<file path="config.mk">
export PLATFORM = sky130hd
export DESIGN_NAME = rgb2hsv_pipe
export DESIGN_NICKNAME = d
export VERILOG_FILES = /design/src/rtl/rgb2hsv_pipe.sv
export SDC_FILE = /design/constraint.sdc
export NUM_CORES = 1
export LEC_CHECK = 0
export CAP_MARGIN = 30
export CORE_UTILIZATION = 35
export CTS_CLUSTER_DIAMETER = 150
export DETAILED_ROUTE_END_ITERATION = 7
export SETUP_SLACK_MARGIN = 0.15
export SLEW_MARGIN = 10
export SYNTH_ARGS = -nofsm -noshare
export SYNTH_HDL_FRONTEND = slang
export SYNTH_SLANG_ARGS = --single-unit
</file>
<file path="constraint.sdc">
create_clock -name clk -period 9.8 [get_ports clk]
set_input_delay 2.94 -clock clk [delete_from_list [all_inputs] [get_ports clk]]
set_output_delay 2.94 -clock clk [all_outputs]
set_load 0.05 [all_outputs]
</file>
<file path="src/rtl/rgb2hsv_pipe.sv">
// Streaming 8-bit RGB to HSV converter: H in degrees, S as an 11-bit fraction, V = max channel.
// Sixteen-stage pipeline with two parallel 12-step restoring dividers; sideband travels alongside each pixel.
module rgb2hsv_pipe #(
    parameter int SB_W = 3
) (
    input  logic            clk,
    input  logic            rst,
    input  logic            in_valid,
    input  logic [7:0]      r,
    input  logic [7:0]      g,
    input  logic [7:0]      b,
    input  logic [SB_W-1:0] in_sb,
    output logic            out_valid,
    output logic [8:0]      H,
    output logic [10:0]     S,
    output logic [7:0]      V,
    output logic [SB_W-1:0] out_sb
);

    // Divider state for one pixel: partial remainder, unconsumed dividend bits, quotient so far.
    typedef struct packed {
        logic [7:0]      rem_s;
        logic [11:0]     bits_s;
        logic [11:0]     q_s;
        logic [7:0]      rem_h;
        logic [11:0]     bits_h;
        logic [11:0]     q_h;
        logic [7:0]      vmax;
        logic [7:0]      delta;
        logic [1:0]      sector;
        logic            neg;
        logic [SB_W-1:0] sb;
    } div_t;

    function automatic div_t div_step(input div_t x);
        div_t       y;
        logic [8:0] t;
        y = x;
        t = {x.rem_s, x.bits_s[11]};
        if (t >= {1'b0, x.vmax}) begin
            y.rem_s = 8'(t - {1'b0, x.vmax});
            y.q_s   = {x.q_s[10:0], 1'b1};
        end else begin
            y.rem_s = t[7:0];
            y.q_s   = {x.q_s[10:0], 1'b0};
        end
        y.bits_s = {x.bits_s[10:0], 1'b0};
        t = {x.rem_h, x.bits_h[11]};
        if (t >= {1'b0, x.delta}) begin
            y.rem_h = 8'(t - {1'b0, x.delta});
            y.q_h   = {x.q_h[10:0], 1'b1};
        end else begin
            y.rem_h = t[7:0];
            y.q_h   = {x.q_h[10:0], 1'b0};
        end
        y.bits_h = {x.bits_h[10:0], 1'b0};
        return y;
    endfunction

    logic [15:1]     vld;
    logic [7:0]      r1, g1, b1;
    logic [SB_W-1:0] sb1;
    div_t            d0_next;
    div_t            d [0:12];
    logic [7:0]      mx, mn, dl, opa, opc, mag;
    logic [1:0]      sect;
    logic [13:0]     num_h;
    logic [9:0]      base, qh, hue;
    logic [10:0]     sat;
    logic [8:0]      h15;
    logic [10:0]     s15;
    logic [7:0]      v15;
    logic [SB_W-1:0] sb15;

    always_ff @(posedge clk) begin
        if (rst) vld <= '0;
        else     vld <= {vld[14:1], in_valid};
    end

    // NOTE: datapath registers carry no reset; only the valid chain decides what is ever emitted.
    always_ff @(posedge clk) begin
        if (in_valid) begin
            r1  <= r;
            g1  <= g;
            b1  <= b;
            sb1 <= in_sb;
        end
    end

    // Sector selection with tie priority r, g, b; opa - opc is the hue difference.
    always_comb begin
        mx   = b1;
        sect = 2'd2;
        opa  = r1;
        opc  = g1;
        if (r1 >= g1 && r1 >= b1) begin
            mx = r1; sect = 2'd0; opa = g1; opc = b1;
        end else if (g1 >= b1) begin
            mx = g1; sect = 2'd1; opa = b1; opc = r1;
        end
        mn = (r1 <= g1) ? ((r1 <= b1) ? r1 : b1) : ((g1 <= b1) ? g1 : b1);
        dl    = mx - mn;
        mag   = (opa < opc) ? (opc - opa) : (opa - opc);
        num_h = 14'(mag) * 14'd60;

        d0_next        = '0;
        d0_next.rem_s  = {1'b0, dl[7:1]};
        d0_next.bits_s = {dl[0], 11'b0};
        d0_next.rem_h  = {6'b0, num_h[13:12]};
        d0_next.bits_h = num_h[11:0];
        d0_next.vmax   = mx;
        d0_next.delta  = dl;
        d0_next.sector = sect;
        d0_next.neg    = (opa < opc);
        d0_next.sb     = sb1;
    end

    always_ff @(posedge clk) begin
        if (vld[1]) d[0] <= d0_next;
    end

    for (genvar k = 1; k <= 12; k++) begin : g_div
        always_ff @(posedge clk) begin
            if (vld[k+1]) d[k] <= div_step(d[k-1]);
        end
    end

    always_comb begin
        base = (d[12].sector == 2'd0) ? 10'd0 : (d[12].sector == 2'd1) ? 10'd120 : 10'd240;
        qh   = {4'b0, d[12].q_h[5:0]};
        if (d[12].delta == 8'd0)  hue = 10'd0;
        else if (!d[12].neg)      hue = base + qh;
        else if (base < qh)       hue = base + 10'd360 - qh;
        else                      hue = base - qh;
        if (hue == 10'd360) hue = 10'd0;
        if (d[12].vmax == 8'd0)   sat = 11'd0;
        else if (d[12].q_s[11])   sat = 11'd2047;
        else                      sat = d[12].q_s[10:0];
    end

    always_ff @(posedge clk) begin
        if (vld[14]) begin
            h15  <= hue[8:0];
            s15  <= sat;
            v15  <= d[12].vmax;
            sb15 <= d[12].sb;
        end
    end

    always_ff @(posedge clk) begin
        if (rst) begin
            out_valid <= 1'b0;
            H         <= '0;
            S         <= '0;
            V         <= '0;
            out_sb    <= '0;
        end else begin
            out_valid <= vld[15];
            if (vld[15]) begin
                H      <= h15;
                S      <= s15;
                V      <= v15;
                out_sb <= sb15;
            end
        end
    end

endmodule

</file>
==> metrics.md <==
| Metric | Value |
|---|---|
| Outcome | finished, final reports clean |
| Critical path arrival | 7.24 ns |
| Max Clock Freq | 145 MHz |
| Hold-fix buffers, CTS | 0 |
| Largest family of logic cells by synthesized area | adder cells |
| Mapped cell area | 0.0348 mm2 |
| Root Driver | clkbuf_16 |
| Vias in the first global route | 19,100 |
| Area grow syn2layout | 14.8% |
| Congestion Overflow GR | 0 |
| IO Pins | 62 |
| Critical Path RT | 10.17 ns |
| Post-Synth XOR/XNOR Area | 2.68% |
| Core area | 0.0984 mm2 |
| Slew margin rel. | 36.2% |
| EDFF count, synth | 676 |
| Slowest CP cell | fa_1 |
| Fraction of registers with async set/reset | 0% |
| Clock buffer count from CTS | 78 |
| Most frequent cells in the layout | edfxtp_1 (676), inv_1 (354), ha_1 (260) |
| Post-synth top area share | 58.4% |
| Remaining DRCs | 0 |
| CP Class | flop to flop |
| Max Used Layer | met4 |
| First-pass GRT wire length | 89,300 um |
| WL met1 | 22,600 um |
| Clock Skew | 0.0271 ns |
| Post-CTS setup buffers | 0 |
| Mux contribution to synthesized area | 5.38% |
| Initial antenna violation count | 0 |
| Post-synth net total | 2,986 |
| Most common cell after layout, fill and taps aside | edfxtp_1 |
| Post-Route WL | 53,500 um |
| Seq/Total Area, Yosys | 61.1% |
| Max clock buf depth | 3 |
| Simple-Gate Fraction of Synth Area | 7.08% |
| Slowest stage delay, CP | 0.53 ns |
| Synth warn | 0 |
| Rows | 115 |
| Hpwl dp | 39,900 um |
| H-tree levels | 3 |
| Post-synthesis compound-gate area fraction | 7.90% |
| CTS tree | built |
| Tcrit/Tclk final | 70.2% |
| P per Cell Area | 245 mW/mm2 |
| Layout cells sized above 1 | 9.87% |
| Antenna cells | 0 |
| Sequential standard cell area | 0.0213 mm2 |
| Largest net degree at the start of global routing | 56 |
| Post-DRT Antenna Nets | 0 |
| Synth area leader | edfxtp_1 |
| Input/output buffers | 61 |
| Gate Count Post-Synth | 2,659 |
| Initial Utilization | 35.3% |
| Leak Pwr | 15.3 nW |
| Total power | 9.77 mW |
| Clock transition at path regs | 0.06 ns |
| Area of the multi-input gates | 0.0120 mm2 |
| Clock latency on the worst-skew pair | 0.62 ns |
| Unrepaired setup endpoints after global routing | no |
| Slew Viols, Final | 0 |
| Seq cells post-synth | 723 |
| Adder-Cell Fraction of Synth Area | 11.5% |
| Fill count | 9,064 |
| Syn Area/Cell | 13.1 um2 |
| Met3 wire len | 1820 um |
| Count of different cell masters after synthesis | 62 |
| CP endpoint kind | flop |
| DR iter-0 viols | 765 |
| WL/cell | 12.9 um |
| Synth top area cells | edfxtp_1 (58%), ha_1 (9.4%), inv_1 (3.8%) |
| TritonCTS Sinks | 723 |
| Post-CTS sizing | 0 |
| Die width | 317 um |
| Crit Path Max Fanout | 22 |
| Final nets | 3,109 |
| Ys flop type | edfxtp_1 |
| Die Y | 317 um |
| Actual slew at the worst max-slew pin | 0.955 ns |
| Die Footprint | 0.101 mm2 |
| VDD IR max | 0.000489 V |
| MaxCap Viol Count | 0 |
| Final Critical Period | 6.88 ns |
| CP Launch Type | flop |
| Wire length on met2 | 27,500 um |
| Total track usage | 10.8% |
| Final Setup Violations | 0 |
| TNS Setup | 0 ns |
| Avg Vias per Cell | 4.58 |
| Initial DRT Pass Iterations | 5 |
| Final Hold Fails | 0 |
| RD Place Congestion | 0.835 |
| DR vias | 18,900 |
| Hold Crit Class | flop to flop |
-- worst max-delay path: cells and delay by family (launching register included) --
family | cells | cell delay, ns
AOI/OAI and AO/OA | 9 | 1.83
muxes | 2 | 0.50
xor gates and xnor gates | 2 | 0.42
DFF | 1 | 0.42
and+or+nand+nor | 6 | 0.85
adders and majority gates | 5 | 2.09
buffers and inverters | 4 | 0.52
-- cell families (layout without fill, tap and decap cells) --
group | after synthesis | count (layout)
DFF | 723 | 723
muxes | 176 | 176
buffers and inverters | 398 | 586
xor gates and xnor gates | 103 | 103
AOI/OAI and AO/OA | 437 | 437
adders and majority gates | 297 | 297
and+or+nand+nor | 525 | 525
-- per-stage QoR --
step	cell area (um2)	instances	hold WS [ns]	utilization (%)	setup WS, ns
floorplan	34800	2659	0.400	-	3.33
global placement	36900	3976	0.401	37.5	2.57
detailed placement	37200	3987	0.405	37.8	2.47
CTS	39900	4132	0.398	40.5	2.47
global route	39900	4134	0.410	40.5	2.39
finish	39900	4134	0.405	40.5	2.92
-- power breakdown --
group | total (mW) | internal, mW | switching (mW)
registers | 3.73 | 3.67 | 0.0627
clock network | 3.01 | 1.81 | 1.20
logic | 3.03 | 1.33 | 1.69
total | 9.77 | 6.81 | 2.96
-- per-layer routing --
layer	GRT usage [%]	vias to the layer above
met3	2.18	108
met4	4.06	0
met1	12.3	8864
li1	-	9717
met5	0	-
met2	19.8	241
-- state kept, by name (all words and copies together), names as in the netlist --
signal     cells
H              9
S             11
V              8
b1             8
d            618
g1             8
h15            9
out_sb         3
out_valid      1
r1             8
s15           11
sb1            3
sb15           3
v15            8
vld           15
-- Yosys cell counts (13+ instances only) --
master / count
nor2_1: 231
o21ai_1: 42
mux2_2: 70
o21ai_0: 99
dfxtp_1: 47
nor2b_1: 69
buf_2: 16
nand2b_1: 31
a21o_1: 31
mux2i_1: 89
fa_1: 37
nand2_1: 90
clkbuf_1: 22
nand4_1: 38
or2_2: 13
o21a_1: 34
inv_1: 354
o22ai_1: 13
edfxtp_1: 676
a21boi_1: 31
xnor2_1: 67
xor2_1: 33
ha_1: 260
a21oi_1: 105
mux2_1: 17
nor3_1: 18
-- final cells by class --
cell class / count / area share [%]
Timing Repair Buffer: 85 / 2.46
Inverter: 356 / 3.35
Multi-Input combinational cell: 1538 / 30.1
Tap cell: 1287 / 4.04
Clock inverter: 50 / 1.41
Clock buffer: 95 / 5.36
Sequential cell: 723 / 53.3
-- path summary, 6_finish.rpt --
| path | from | to | slack, ns | cells after the start |
|---|---|---|---|---|
| setup / recovery | b1[5]$_DFFE_PP_ | d[0][46]$_DFFE_PP_ | 2.92 | 28 |
| hold / removal | d[0][337]$_DFFE_PP_ | d[0][421]$_DFFE_PP_ | 0.41 | 0 |
| setup reg to reg | b1[5]$_DFFE_PP_ | d[0][46]$_DFFE_PP_ | 2.92 | 28 |
| hold reg to reg | d[0][337]$_DFFE_PP_ | d[0][421]$_DFFE_PP_ | 0.41 | 0 |
No activity file was read; power rests on OpenSTA's default activity.
